File: config.mk
export PLATFORM = sky130hd
export DESIGN_NAME = prog_memory
export DESIGN_NICKNAME = d
export VERILOG_FILES = /design/src/rtl/prog_memory.sv
export SDC_FILE = /design/constraint.sdc
export NUM_CORES = 1
export LEC_CHECK = 0
export CORE_ASPECT_RATIO = 1.25
export CORE_MARGIN = 8
export CORE_UTILIZATION = 35
export CTS_CLUSTER_SIZE = 40
export DETAILED_ROUTE_END_ITERATION = 10
export PLACE_DENSITY = 0.53
export SLEW_MARGIN = 10
export SYNTH_ARGS = -nofsm -noshare
export SYNTH_HDL_FRONTEND = slang
export SYNTH_SLANG_ARGS = --single-unit
File: constraint.sdc
create_clock -name clk -period 4.1 [get_ports clk]
set_input_delay 0.41 -clock clk [delete_from_list [all_inputs] [get_ports clk]]
set_output_delay 0.41 -clock clk [all_outputs]
set_load 0.1 [all_outputs]
File: src/rtl/prog_memory.sv
// prog_memory: program store with direct writes, streamed bulk load and post-reset clear.
// Optional load checksum on ld_sum when PROG_MEMORY_CHECKSUM_EN is defined.
`timescale 1ns/1ps
module prog_memory #(
  parameter int ADDR_W = 4,
  parameter int OPC_W  = 4,
  parameter int IMM_W  = 4
) (
  input  logic                    clk,
  input  logic                    rst,
  input  logic [ADDR_W-1:0]       fetch_addr,
  output logic [OPC_W-1:0]        opcode_out,
  output logic [IMM_W-1:0]        immediate_out,
  input  logic                    wr_en,
  input  logic [ADDR_W-1:0]       wr_addr,
  input  logic [OPC_W-1:0]        wr_opc,
  input  logic [IMM_W-1:0]        wr_imm,
  input  logic                    load_start,
  input  logic                    ld_valid,
  input  logic [OPC_W+IMM_W-1:0]  ld_data,
  output logic                    ld_ready,
  output logic                    busy,
  output logic                    load_done,
  output logic [OPC_W+IMM_W-1:0]  ld_sum
);
  localparam int DEPTH = 2**ADDR_W;
  localparam int W = OPC_W + IMM_W;
  typedef enum logic [1:0] {CLEAR, IDLE, LOAD, DONE} state_t;
  state_t state, state_nx;
  logic [ADDR_W-1:0] clr_ptr, wr_ptr, waddr;
  logic [W-1:0] mem [DEPTH];
  logic [W-1:0] wdata;
  logic we, xfer, start;
  always_comb begin
    ld_ready = state == LOAD && !load_start;
    xfer = ld_ready && ld_valid;
    start = load_start && (state == IDLE || state == LOAD);
    busy = state != IDLE;
    load_done = state == DONE;
    state_nx = state;
    we = 1'b0;
    waddr = wr_addr;
    wdata = {wr_imm, wr_opc};
    case (state)
      CLEAR: begin
        we = 1'b1;
        waddr = clr_ptr;
        wdata = '0;
        state_nx = clr_ptr == '1 ? IDLE : CLEAR;
      end
      IDLE: begin
        we = wr_en;
        state_nx = load_start ? LOAD : IDLE;
      end
      LOAD: begin
        we = xfer;
        waddr = wr_ptr;
        wdata = ld_data;
        state_nx = xfer && wr_ptr == '1 ? DONE : LOAD;
      end
      default: state_nx = IDLE;
    endcase
  end
  always_ff @(posedge clk or posedge rst) begin
    if (rst) begin
      state <= CLEAR;
      clr_ptr <= '0;
      wr_ptr <= '0;
    end else begin
      state <= state_nx;
      clr_ptr <= state == CLEAR ? clr_ptr + 1'b1 : '0;
      wr_ptr <= start ? '0 : xfer ? wr_ptr + 1'b1 : wr_ptr;
    end
  end
  // the array has no reset; the CLEAR sweep zeroes it after every reset
  always_ff @(posedge clk) begin
    if (we) mem[waddr] <= wdata;
  end
  assign opcode_out = busy ? '0 : mem[fetch_addr][OPC_W-1:0];
  assign immediate_out = busy ? '0 : mem[fetch_addr][W-1:OPC_W];
`ifdef PROG_MEMORY_CHECKSUM_EN
  logic [W-1:0] sum;
  always_ff @(posedge clk or posedge rst) begin
    if (rst) sum <= '0;
    else sum <= start ? '0 : xfer ? sum + ld_data : sum;
  end
  assign ld_sum = sum;
`else
  assign ld_sum = '0;
`endif
endmodule

---- After elaboration in Yosys (flattened, before gate mapping) ----
Memories as Yosys holds them, arrays and structs flattened.
Index checks and enable logic that the tools add are counted.
storage, ports and cells
  output and inout bits ................... 19
  logic and storage cells ................. 34
  memories ................................ 1
  bits in writable memories ............... 128
  input port bits ......................... 29
  register bits after elaboration ......... 10
cells by class
  reduce and logical (&&, ||, !) cells .... 8
  equality and inequality tests ........... 6
  add/sub/neg operators ................... 2
  mux-type cells .......................... 14
memories
  name  depth  bits a word  read ports  clocked after memory_dff  write ports  RTL line  source
  mem   16     8            1           0                         1            31        logic [W-1:0] mem [DEPTH];
operators with widths
  operator               number
  $mux W4                5
  $pmux W8 S2            1
  $add A4 B1 Y4 const B  2
  $eq A4 B4 Y1 const B   2
  $pmux W4 S2            1
  $pmux W2 S3            1
  $eq A2 B2 Y1 const B   2
  $logic_and A1 B1 Y1    4
  $mux W1                4
  $pmux W1 S3            1
  $eq A2 B1 Y1 const B   1
  $logic_not A2 Y1       1
  $mux W2                1
  $ne A2 B1 Y1 const B   1
  $reduce_bool A2 Y1     1
  $logic_not A1 Y1       1
  $logic_or A1 B1 Y1     1

---- Longest topological paths before layout ----
  depth after elaboration ................. 6
  depth in mapped cells ................... 7
  gate-level depth less buffers ........... 6

---- Worst setup path after synthesis ----
Ideal clock, no wire load.
  path kind ............................... input to output
  start ................................... input fetch_addr[0]
  end ..................................... output immediate_out[2]
  path slack .............................. 0.441 ns
  data arrival time ....................... 3.249 ns
  stages on the path ...................... 7
  buffers on the path ..................... 3
  required time ........................... 3.690 ns
  cell sequence ........................... buf_6 -> buf_12 -> buf_8 -> mux2i_1 -> a22oi_1 -> nand2_1 -> o21ai_0
between the ends
  cells in the longest elaborated chain, start to end .. 2
ends and longest elaborated chain
  item                RTL line  source
  start: declaration  11        input logic [ADDR_W-1:0] fetch_addr,
  $mem_v2 Z16 W8      -
  $mux W4             80        assign immediate_out = busy ? '0 : mem[fetch_addr][W-1:OPC_W];
  end: declaration    13        output logic [IMM_W-1:0] immediate_out,
No other way between the ends.

---- Worst setup path in the final report ----
  start ................................... input fetch_addr[1]
  end ..................................... output opcode_out[0]
between the ends
  cells in the longest elaborated chain, start to end .. 2
ends and longest elaborated chain
  item              RTL line  source
  $mem_v2 Z16 W8    -
  $mux W4           79        assign opcode_out = busy ? '0 : mem[fetch_addr][OPC_W-1:0];
  end: declaration  12        output logic [OPC_W-1:0] opcode_out,
No other way between the ends.

==> results.py <==
metrics = {
    "timing": {
        "final.min_clock_period_ps": 3000,
        "fmax_mhz": 334,
        "drv_slew": 0,
        "hold_violations": 0,
        "rsz0062_at_grt": "no",
        "clock_skew_ps": 8.39,
        "tightest_slew_ps": 972,
        "whs_ps": 292,
        "worst_slack_ps": 1100,
        "slew_headroom_pct": 35.0,
        "setup_viol": 0,
        "post-route-period-util_pct": 73.1,
        "setup_tns_ps": 0,
    },
    "finish": {
        "final_cell_area_um2": 7210,
        "instances_no_fill": 653,
        "most-common-layout-cells": "128 x edfxtp_1, 48 x mux2i_1, 29 x clkdlybuf4s50_1, 22 x nand2_1, 19 x nor2_1",
        "areaGrowthSynthToFinish_pct": 22.3,
        "fin_nets": 456,
        "drive_gt1_share_pct": 14.5,
        "mostFrequentLayoutCell": "edfxtp_1",
        "n_antenna_cell": 0,
        "fin_util_pct": 43.3,
    },
    "floorplan": {
        "rows": 53,
        "die_area_um2": 21300,
        "core_region_area_um2": 16600,
        "initial_core_util_pct": 35.4,
        "io_pins": 48,
        "die_h_um": 161,
        "die_w_um": 132,
    },
    "outcome": {
        "status": "finished clean",
    },
    "flow_run": {
        "max_cap_viol_count": 0,
    },
    "setup_path": {
        "slowest_stage": "clkdlybuf4s50_1",
        "crit_chain": "clkdlybuf4s50_1 > nor2b_1 > a221oi_1 > o21ai_0 > o21ai_0 > buf_12",
        "slowest_delay_ps": 760,
        "path_max_fanout": 12,
        "path_common_cell": "o21ai_0",
        "r2r-end": "mem[11][2]",
        "cp-end-kind": "output port",
        "reg2reg_depth": 6,
        "required_ps": 3690,
        "arrival_ps": 2590,
        "reg2reg_slack_ps": 1160,
        "path_class": "input pin to output port",
        "r2r_start": "state[0]",
        "start_kind": "input pin",
    },
    "power_and_ir_drop": {
        "p_comb_share_pct": 22.3,
        "ir_worst_vdd_mv": 0.356,
        "powerDensity_nw_per_um2": 667,
        "seq_power_share_pct": 44.1,
        "internal_power_mw": 3.43,
        "power_mw": 4.81,
        "p_leak_nw": 2.61,
        "p_switching_mw": 1.38,
        "p_clk_share_pct": 33.6,
        "p_sw_share_pct": 28.7,
    },
    "clock_tree": {
        "clock-sinks": 138,
        "root_buffer": "clkbuf_16",
        "clkTransAtPathRegs_ps": 60,
        "cts_tree": "done",
        "cts-buffers-inserted": 17,
        "clock_latency_ps": 420,
        "hold_buffers": 0,
        "cts_max_path_buffers": 2,
        "post_cts_buffers": 0,
        "cts_max_level": 4,
        "ctsResizeCount": 0,
    },
    "global_routing": {
        "grt_pass1_wl_um": 20500,
        "grt_max_degree": 35,
        "grt_overflow": 0,
        "antenna_found_initial": 0,
        "track_usage_pct": 12.8,
        "grt_pass1_vias": 3423,
    },
    "synthesis": {
        "synthCells": 369,
        "syn_avg_cell_area_um2": 16.0,
        "synth_edf_count": 128,
        "synth.ff_latch_count": 138,
        "syn_area_um2": 5900,
        "ys.flop_type": "edfxtp_1",
        "yosysUniqueCellTypes": 38,
        "synthArstFlopShare_pct": 7.25,
        "ys_seq_area_share_pct": 69.4,
        "yosysWarnings": 0,
    },
    "placed_design": {
        "post-dp-hpwl_um": 9050,
        "port_buffers": 39,
        "gp_congestion": 0.782,
        "placed_cell_area_um2": 6580,
        "pre_cts_slack_ps": 1100,
        "dp.cells": 622,
    },
    "detailed_routing": {
        "first_pass_iters": 5,
        "routed_via_density": 5.01,
        "vias": 3272,
        "wl_um": 12900,
        "ant_nets": 0,
        "drt_iter0_drc": 212,
        "drc": 0,
        "wire_per_inst_um": 19.8,
    },
    "min_path": {
        "hp-class": "input pin to async pin",
    },
}
routing by layer:
metal	wire (um)	GRT usage (%)	vias up
li1	-	-	1532
met1	5720	15.9	1631
met2	6430	20.9	96
met3	564	3.14	13
met4	202	5.34	0
met5	0	0	-
worst max path at each step:
stage                  start  slack, ps               end  cells past startpoint
2_1_floorplan  fetch_addr[0]        440  immediate_out[2]                      7
3_3_place_gp        state[0]       1170        mem[11][5]                      6
3_5_place_dp        state[0]       1100        mem[11][5]                      6
4_1_cts             state[0]       1100        mem[11][6]                      6
5_1_grt             state[1]        890        mem[11][2]                      6
6_report       fetch_addr[1]       1100     opcode_out[0]                      6
power groups by stage:
stage                     sequential, mW  combinational (mW)  clock, mW
after floorplan                     2.12               0.713          0
after global placement              2.14                1.07          0
after detailed placement            2.15                1.09          0
after CTS                           2.12                1.09       1.64
after global routing                2.15                1.19       1.70
final                               2.12                1.07       1.62
cell families (layout without fill, tap and decap cells):
group / count (synthesis) / after routing / synth area share (%)
AND/OR/NAND/NOR: 70 / 70 / 5.73
adder cells (fa/ha/maj): 6 / 6 / 1.27
flip-flops: 138 / 138 / 69.4
XOR/XNOR: 4 / 4 / 0.594
buffers and inverters: 31 / 88 / 3.48
multiplexers: 57 / 57 / 11.6
other: 1 / 8 / 0.0636
AO/OA/AOI/OAI: 62 / 62 / 7.83
worst max-delay path, delay by kind of cell:
kind | cells | cell delay (ps)
AND/OR/NAND/NOR | 1 | 710
buffers and inverters | 2 | 970
AO/OA/AOI/OAI | 3 | 480
flip-flops by register name, summed over array words and instances, names as in the netlist:
name / cells
state: 2
clr_ptr: 4
wr_ptr: 4
mem: 128
cell usage after synthesis (all sizes together), types with 3 or more instances:
master	instances	area, um2
and2	5	31.3
a221oi	7	67.6
nand2	22	82.6
nand3	12	60.1
clkbuf	5	18.8
dfrtp	10	250
edfxtp	128	3840
a22oi	16	120
ha	6	75.1
mux2i	48	480
mux4	9	203
nor2	19	71.3
inv	6	22.5
o22ai	5	31.3
nor2b	6	37.5
a22o	10	87.6
o21ai	15	75.1
a21oi	3	15.0
xor2	3	26.3
buf	20	164
final cells by class:
type / instances / area [um2]
repair buffers: 51 / 566
well taps: 220 / 275
inverters: 6 / 22.5
clock buffers: 17 / 425
fillers: 1477 / 9440
flip-flops and latches: 138 / 4090
clock inverters: 14 / 204
multi-input cells: 207 / 1620
No activity file was read; power rests on OpenSTA's default activity.
